### config.mk
export PLATFORM = sky130hd
export DESIGN_NAME = router_param_flat
export DESIGN_NICKNAME = d
export VERILOG_FILES = /design/src/rtl/router_param_if.sv /design/src/rtl/router_param.sv /design/src/flat_wrapper.sv
export SDC_FILE = /design/constraint.sdc
export NUM_CORES = 1
export LEC_CHECK = 0
export ABC_AREA = 1
export CELL_PAD_IN_SITES_DETAIL_PLACEMENT = 1
export CELL_PAD_IN_SITES_GLOBAL_PLACEMENT = 2
export CORE_MARGIN = 1.5
export CORE_UTILIZATION = 30
export CTS_CLUSTER_DIAMETER = 150
export DETAILED_ROUTE_END_ITERATION = 6
export PLACE_DENSITY_LB_ADDON = 0.1
export SLEW_MARGIN = 20
export SYNTH_ARGS = -nofsm -noshare
export SYNTH_HDL_FRONTEND = slang
export SYNTH_SLANG_ARGS = --single-unit
### constraint.sdc
create_clock -name clk -period 4.45 [get_ports clk]
set_input_delay 0.89 -clock clk [delete_from_list [all_inputs] [get_ports clk]]
set_output_delay 0.89 -clock clk [all_outputs]
set_load 0.005 [all_outputs]
### src/rtl/router_param_if.sv
// Six-channel flit bus between the mesh and one router tile.
// Channel c occupies bit c of each strobe and slice [c*DW +: DW] of each data bus.
interface router_param_if #(
    parameter int DW = 32
);
    logic [5:0]      valid_i;
    logic [6*DW-1:0] data_i;
    logic [5:0]      ready_o;
    logic [5:0]      valid_o;
    logic [6*DW-1:0] data_o;
    logic [5:0]      ready_i;
    logic [5:0]      drop_o;

    modport master (
        output valid_i, data_i, ready_i,
        input  ready_o, valid_o, data_o, drop_o
    );

    modport slave (
        input  valid_i, data_i, ready_i,
        output ready_o, valid_o, data_o, drop_o
    );
endinterface

### src/rtl/router_param.sv
// Six-port mesh router: per-input FIFOs, XY route computation, and per-output
// round-robin allocation with wormhole locking from head to tail.
module router_param #(
    parameter int            DW         = 32,
    parameter int            CW         = 4,
    parameter int            DEPTH      = 4,
    parameter logic [CW-1:0] LocalRID_X = '0,
    parameter logic [CW-1:0] LocalRID_Y = '0
) (
    input logic           clk,
    input logic           rst,
    router_param_if.slave bus
);
    localparam int NP = 6;
    localparam int AW = $clog2(DEPTH);

    typedef enum logic [2:0] {
        PORT_N = 3'd0,
        PORT_W = 3'd1,
        PORT_S = 3'd2,
        PORT_E = 3'd3,
        PORT_L = 3'd4,
        PORT_B = 3'd5
    } port_e;

    logic [DW-1:0] fifo_mem [NP][DEPTH];
    logic [AW:0]   wr_ptr_q [NP];
    logic [AW:0]   wr_ptr_d [NP];
    logic [AW:0]   rd_ptr_q [NP];
    logic [AW:0]   rd_ptr_d [NP];
    logic [NP-1:0] lock_vld_q, lock_vld_d;
    logic [2:0]    lock_src_q [NP];
    logic [2:0]    lock_src_d [NP];
    logic [2:0]    rr_ptr_q   [NP];
    logic [2:0]    rr_ptr_d   [NP];

    logic [NP-1:0] empty, full, is_head, is_tail, bound, stray, push, pop, xfer;
    logic [DW-1:0] front [NP];
    port_e         route [NP];
    logic [NP-1:0] req   [NP];

    function automatic port_e route_of(input logic [DW-1:0] f);
        logic [CW-1:0] dst_x;
        logic [CW-1:0] dst_y;
        logic          bnd;
        dst_x = f[DW-3 -: CW];
        dst_y = f[DW-3-CW -: CW];
        bnd   = f[DW-3-2*CW];
        if (dst_x > LocalRID_X) return PORT_E;
        if (dst_x < LocalRID_X) return PORT_W;
        if (dst_y > LocalRID_Y) return PORT_S;
        if (dst_y < LocalRID_Y) return PORT_N;
        return bnd ? PORT_B : PORT_L;
    endfunction

    // NOTE: every signal written in an always_comb gets a default first, so no path can infer a latch.
    always_comb begin : input_side
        empty   = '0;
        full    = '0;
        is_head = '0;
        is_tail = '0;
        bound   = '0;
        stray   = '0;
        for (int i = 0; i < NP; i++) begin
            empty[i]   = (wr_ptr_q[i] == rd_ptr_q[i]);
            full[i]    = (wr_ptr_q[i][AW] != rd_ptr_q[i][AW]) &&
                         (wr_ptr_q[i][AW-1:0] == rd_ptr_q[i][AW-1:0]);
            front[i]   = fifo_mem[i][rd_ptr_q[i][AW-1:0]];
            // Type bit DW-2 set means head or single; bit DW-1 set means tail or single.
            is_head[i] = !empty[i] && front[i][DW-2];
            is_tail[i] = front[i][DW-1];
            route[i]   = route_of(front[i]);
            for (int o = 0; o < NP; o++) begin
                if (lock_vld_q[o] && (lock_src_q[o] == 3'(i))) bound[i] = 1'b1;
            end
            stray[i]   = !empty[i] && !bound[i] && !front[i][DW-2];
        end
    end

    always_comb begin : requests
        for (int o = 0; o < NP; o++) begin
            req[o] = '0;
            for (int i = 0; i < NP; i++) begin
                req[o][i] = !lock_vld_q[o] && is_head[i] && !bound[i] &&
                            (route[i] == port_e'(o));
            end
        end
    end

    always_comb begin : switch_traversal
        bus.valid_o = '0;
        bus.data_o  = '0;
        xfer        = '0;
        pop         = stray;
        for (int o = 0; o < NP; o++) begin
            if (lock_vld_q[o]) begin
                bus.valid_o[o]         = !empty[lock_src_q[o]];
                bus.data_o[o*DW +: DW] = front[lock_src_q[o]];
                xfer[o]                = bus.valid_o[o] && bus.ready_i[o];
                if (xfer[o]) pop[lock_src_q[o]] = 1'b1;
            end
        end
    end

    always_comb begin : allocation
        logic grant_vld;
        int   grant;
        int   idx;
        grant_vld  = 1'b0;
        grant      = 0;
        idx        = 0;
        lock_vld_d = lock_vld_q;
        for (int o = 0; o < NP; o++) begin
            lock_src_d[o] = lock_src_q[o];
            rr_ptr_d[o]   = rr_ptr_q[o];
            if (lock_vld_q[o]) begin
                if (xfer[o] && is_tail[lock_src_q[o]]) lock_vld_d[o] = 1'b0;
            end else begin
                grant_vld = 1'b0;
                grant     = 0;
                for (int k = 0; k < NP; k++) begin
                    idx = (int'(rr_ptr_q[o]) + k) % NP;
                    if (!grant_vld && req[o][idx]) begin
                        grant_vld = 1'b1;
                        grant     = idx;
                    end
                end
                if (grant_vld) begin
                    lock_vld_d[o] = 1'b1;
                    lock_src_d[o] = 3'(grant);
                    rr_ptr_d[o]   = (grant == NP - 1) ? 3'd0 : 3'(grant + 1);
                end
            end
        end
    end

    always_comb begin : fifo_pointers
        push = bus.valid_i & ~full;
        for (int i = 0; i < NP; i++) begin
            wr_ptr_d[i] = wr_ptr_q[i] + (AW+1)'(push[i]);
            rd_ptr_d[i] = rd_ptr_q[i] + (AW+1)'(pop[i]);
        end
    end

    assign bus.ready_o = ~full;
    assign bus.drop_o  = stray;

    // NOTE: sequential state uses non-blocking assignments so every flop samples pre-edge values.
    always_ff @(posedge clk or posedge rst) begin
        if (rst) begin
            lock_vld_q <= '0;
            for (int i = 0; i < NP; i++) begin
                wr_ptr_q[i]   <= '0;
                rd_ptr_q[i]   <= '0;
                lock_src_q[i] <= '0;
                rr_ptr_q[i]   <= '0;
            end
        end else begin
            lock_vld_q <= lock_vld_d;
            for (int i = 0; i < NP; i++) begin
                wr_ptr_q[i]   <= wr_ptr_d[i];
                rd_ptr_q[i]   <= rd_ptr_d[i];
                lock_src_q[i] <= lock_src_d[i];
                rr_ptr_q[i]   <= rr_ptr_d[i];
            end
        end
    end

    // NOTE: FIFO storage is not reset; emptiness comes from the pointers, and data_o is zero while unlocked.
    always_ff @(posedge clk) begin
        for (int i = 0; i < NP; i++) begin
            if (push[i]) fifo_mem[i][wr_ptr_q[i][AW-1:0]] <= bus.data_i[i*DW +: DW];
        end
    end
endmodule
### src/flat_wrapper.sv
// flat-port wrapper written by rule: the top's interface ports become plain ports
module router_param_flat 
#(
    parameter int            DW         = 32,
    parameter int            CW         = 4,
    parameter int            DEPTH      = 4,
    parameter logic [CW-1:0] LocalRID_X = '0,
    parameter logic [CW-1:0] LocalRID_Y = '0
)
  (clk, rst, bus_valid_i, bus_data_i, bus_ready_i, bus_ready_o, bus_valid_o, bus_data_o, bus_drop_o);
  router_param_if #(.DW(DW)) bus_i ();
  input logic clk;
  input logic rst;
  input wire logic [$bits(bus_i.valid_i)-1:0] bus_valid_i;
  input wire logic [$bits(bus_i.data_i)-1:0] bus_data_i;
  input wire logic [$bits(bus_i.ready_i)-1:0] bus_ready_i;
  output wire logic [$bits(bus_i.ready_o)-1:0] bus_ready_o;
  output wire logic [$bits(bus_i.valid_o)-1:0] bus_valid_o;
  output wire logic [$bits(bus_i.data_o)-1:0] bus_data_o;
  output wire logic [$bits(bus_i.drop_o)-1:0] bus_drop_o;
  assign bus_i.valid_i = bus_valid_i;
  assign bus_i.data_i = bus_data_i;
  assign bus_i.ready_i = bus_ready_i;
  assign bus_ready_o = bus_i.ready_o;
  assign bus_valid_o = bus_i.valid_o;
  assign bus_data_o = bus_i.data_o;
  assign bus_drop_o = bus_i.drop_o;
  router_param #(.DW(DW), .CW(CW), .DEPTH(DEPTH), .LocalRID_X(LocalRID_X), .LocalRID_Y(LocalRID_Y)) u_core (.clk(clk), .rst(rst), .bus(bus_i));
endmodule
==> flow_summary.ini <==
[clock_network]
cts_buffer_depth = 3
h-tree-depth = 3
hold_buffers = 0
cts_root_buf = clkbuf_16
clkSinkCount = 840
clock_latency_ps = 740
clkTransAtPathRegs_ps = 60
cts_buffers = 96
tritoncts = built

[sta]
final.setup.tns_ps = 0
tightestPinTransition_ps = 999
hold_viol_final = 0
rsz0062_at_grt = yes
relSlewSlack_pct = 33.0
clock_skew_ps = 72.6
finalSetupViolCount = 0
max_freq_mhz = 225
maxSlewViolCount = 0
min_period_over_period_pct = 99.9
fin_crit_ps = 4440
hold_slack_ps = 408

[finish]
drive_above_1_share_pct = 14.3
layout.cells.non_filler = 8374
syn_to_final_growth_pct = 26.4
finalNetCount = 6444

[route]
wirelength_mm = 237
first_iter_violations = 3427
wire_per_inst_um = 28.3
ant_nets = 0
vias_per_cell = 5.35
num_vias = 44827
drc = 0
dr.pass1.iters = 5

[synthesis]
netlist_instances = 5542
syn_nets = 5856
ys_seq_area_share_pct = 51.5
synth_ff_type = edfxtp_1
yosys_warnings = 0
ys_seq_elements = 840
syn_area_um2 = 48300
avgSynthCellArea_um2 = 8.71
async_flop_share_pct = 8.57
ys_types = 66
synth_edf_count = 768

[grt]
grt_pass1_wl_mm = 332
track_usage_pct = 28.4
globalRouteOverflowTotal = 0
grt_pass1_vias = 44943
grt_max_degree = 122
antenna_found_initial = 8

[floorplan]
rows = 147
io_pins = 416
dieArea_um2 = 163000
die_h_um = 404
die_w_um = 404
core_area_um2 = 160000
initial_core_util_pct = 30.1

[critical_path]
critPathMaxStageDelay_ps = 590
crit_arrival_ps = 3550
setup.worst_path.start_class = flop
slowest_stage = o21ai_1
crit_top_cell = inv_1
worstSetupPathType = reg2out
path_cells = inv_1 > nand2_1 > clkinvlp_4 > nand3_1 > o211ai_1 > o21ai_1 > inv_1 > clkdlybuf4s50_1
worst_ep_required_time_ps = 3560
end_kind = output port
path_max_fanout = 22

[min_path]
hp-class = reg2reg

[status]
run_status = complete, no violations

[run]
cap_violations = 0

[placement]
globalplace.congestion = 0.940
dp_hpwl_mm = 181
port_buffers = 415
dpl.cell_count = 8170
-- cells in the mapped netlist, types with 17 or more instances --
master | n | area, um2
a21oi_1 | 500 | 2500
a32o_1 | 57 | 571
a32oi_1 | 34 | 298
buf_1 | 40 | 150
buf_2 | 34 | 170
buf_4 | 17 | 128
clkbuf_1 | 219 | 822
dfrtp_1 | 72 | 1800
edfxtp_1 | 768 | 23100
ha_1 | 108 | 1350
inv_1 | 515 | 1930
inv_2 | 40 | 150
nand2_1 | 1307 | 4910
nand2_2 | 45 | 282
nand3_1 | 337 | 1690
nand4_1 | 46 | 288
nor2_1 | 297 | 1110
nor2_2 | 21 | 131
nor2_4 | 17 | 191
nor3_1 | 48 | 240
o2111ai_1 | 26 | 228
o211ai_1 | 56 | 420
o21ai_0 | 514 | 2570
o21ai_1 | 40 | 200
o221ai_1 | 49 | 429
o22ai_1 | 106 | 663
o31ai_1 | 62 | 465
xor2_1 | 30 | 263
-- state kept, by name (all words and copies together), names as in the netlist --
signal             cells
u_core.fifo_mem      768
u_core.rr_ptr_q       12
u_core.lock_vld_q      6
u_core.lock_src_q     18
u_core.wr_ptr_q       18
u_core.rd_ptr_q       18
-- routing by layer --
metal	up-vias	GRT usage, %	wire (um)
li1	20562	-	-
met1	22248	35.4	97700
met2	1520	47.8	113000
met3	493	4.02	12500
met4	4	14.5	13800
met5	-	0	26
-- metrics by stage --
stage | util, % | instance area [um2] | setup WS (ps)
2_1_floorplan | - | 48300 | 611
3_3_place_gp | 35.5 | 56900 | 130
3_5_place_dp | 35.5 | 56900 | 12.0
4_1_cts | 37.9 | 60600 | -68.4
5_1_grt | 38.1 | 61000 | -10.5
6_report | 38.1 | 61000 | 6.45
-- placed cells by master (no fill, tap or decap), types with 21 or more instances in the layout --
master           count
buf_12              21
nand3_1            335
inv_2               42
ha_1               108
dfrtp_1             55
a32o_1              25
o21ai_0            488
nand2_2             55
a32oi_1             27
a21oi_1            500
nand2_1           1294
clkinv_1            25
inv_1              496
clkbuf_16           96
o21ai_1             53
nor3_2              27
edfxtp_1           768
clkdlybuf4s50_1    414
nor2_2              25
o2111ai_1           25
nor3_1              22
buf_4              362
nor2_1             292
xor2_1              26
nand4_1             46
o22ai_1            102
o211ai_1            56
o31ai_1             43
o221ai_1            49
a32o_2              32
-- cell type report --
cell class | instances | area [um2]
fill | 18518 | 99200
sequential | 840 | 24900
multi-input combinational | 3817 | 20500
timing repair buffer | 811 | 7510
tap | 2160 | 2700
clock buffer | 115 | 2520
inverter | 563 | 2200
clock inverter | 66 | 712
timing repair inverter | 1 | 5.00
antenna | 1 | 2.50
-- cell families (layout without fill, tap and decap cells) --
family | after synthesis | count (layout) | share of synthesized area (%)
AOI/OAI and AO/OA | 1480 | 1480 | 17.9
DFF | 840 | 840 | 51.5
adders and majority gates | 108 | 108 | 2.80
muxes | 2 | 2 | 0.0415
buffers and inverters | 885 | 1556 | 7.28
and+or+nand+nor | 2185 | 2185 | 19.7
xor gates and xnor gates | 42 | 42 | 0.793
other | 0 | 1 | 0
-- path summary, 6_finish.rpt --
check                           cells after the start  slack (ps)                           endpoint                               from
worst max-delay path                                8           6                    bus_data_o[162]   u_core.lock_src_q[2]$_DFFE_PP0P_
worst min-delay path                                0         410  u_core.lock_src_q[17]$_DFFE_PP0P_  u_core.lock_src_q[17]$_DFFE_PP0P_
worst max register to register                     23         250     u_core.rr_ptr_q[1]$_DFFE_PP0P_     u_core.rr_ptr_q[1]$_DFFE_PP0P_
worst min register to register                      0         410  u_core.lock_src_q[17]$_DFFE_PP0P_  u_core.lock_src_q[17]$_DFFE_PP0P_
max in group asynchronous                           3        2780     u_core.rr_ptr_q[1]$_DFFE_PP0P_                                rst
min in group asynchronous                           2         670       u_core.wr_ptr_q[9]$_DFF_PP0_                                rst
-- timing repair --
action                                  in CTS  in global routing
gates resized for setup                    115                102
pin swaps                                    0                  7
endpoints found under the hold margin        0                  0
endpoints found under the setup margin     167                 82
setup buffers                               15                  5
cloned                                       1                  1
-- worst max-delay path, delay by kind of cell, from the launching register on --
kind                   cells  cell delay [ps]
AOI/OAI and AO/OA          2              690
buffers and inverters      4             1260
and+or+nand+nor            2              500
DFF                        1              400
Power is not shown: default switching activity piles up to over one toggle a cycle in this logic, so the estimate is an artifact.
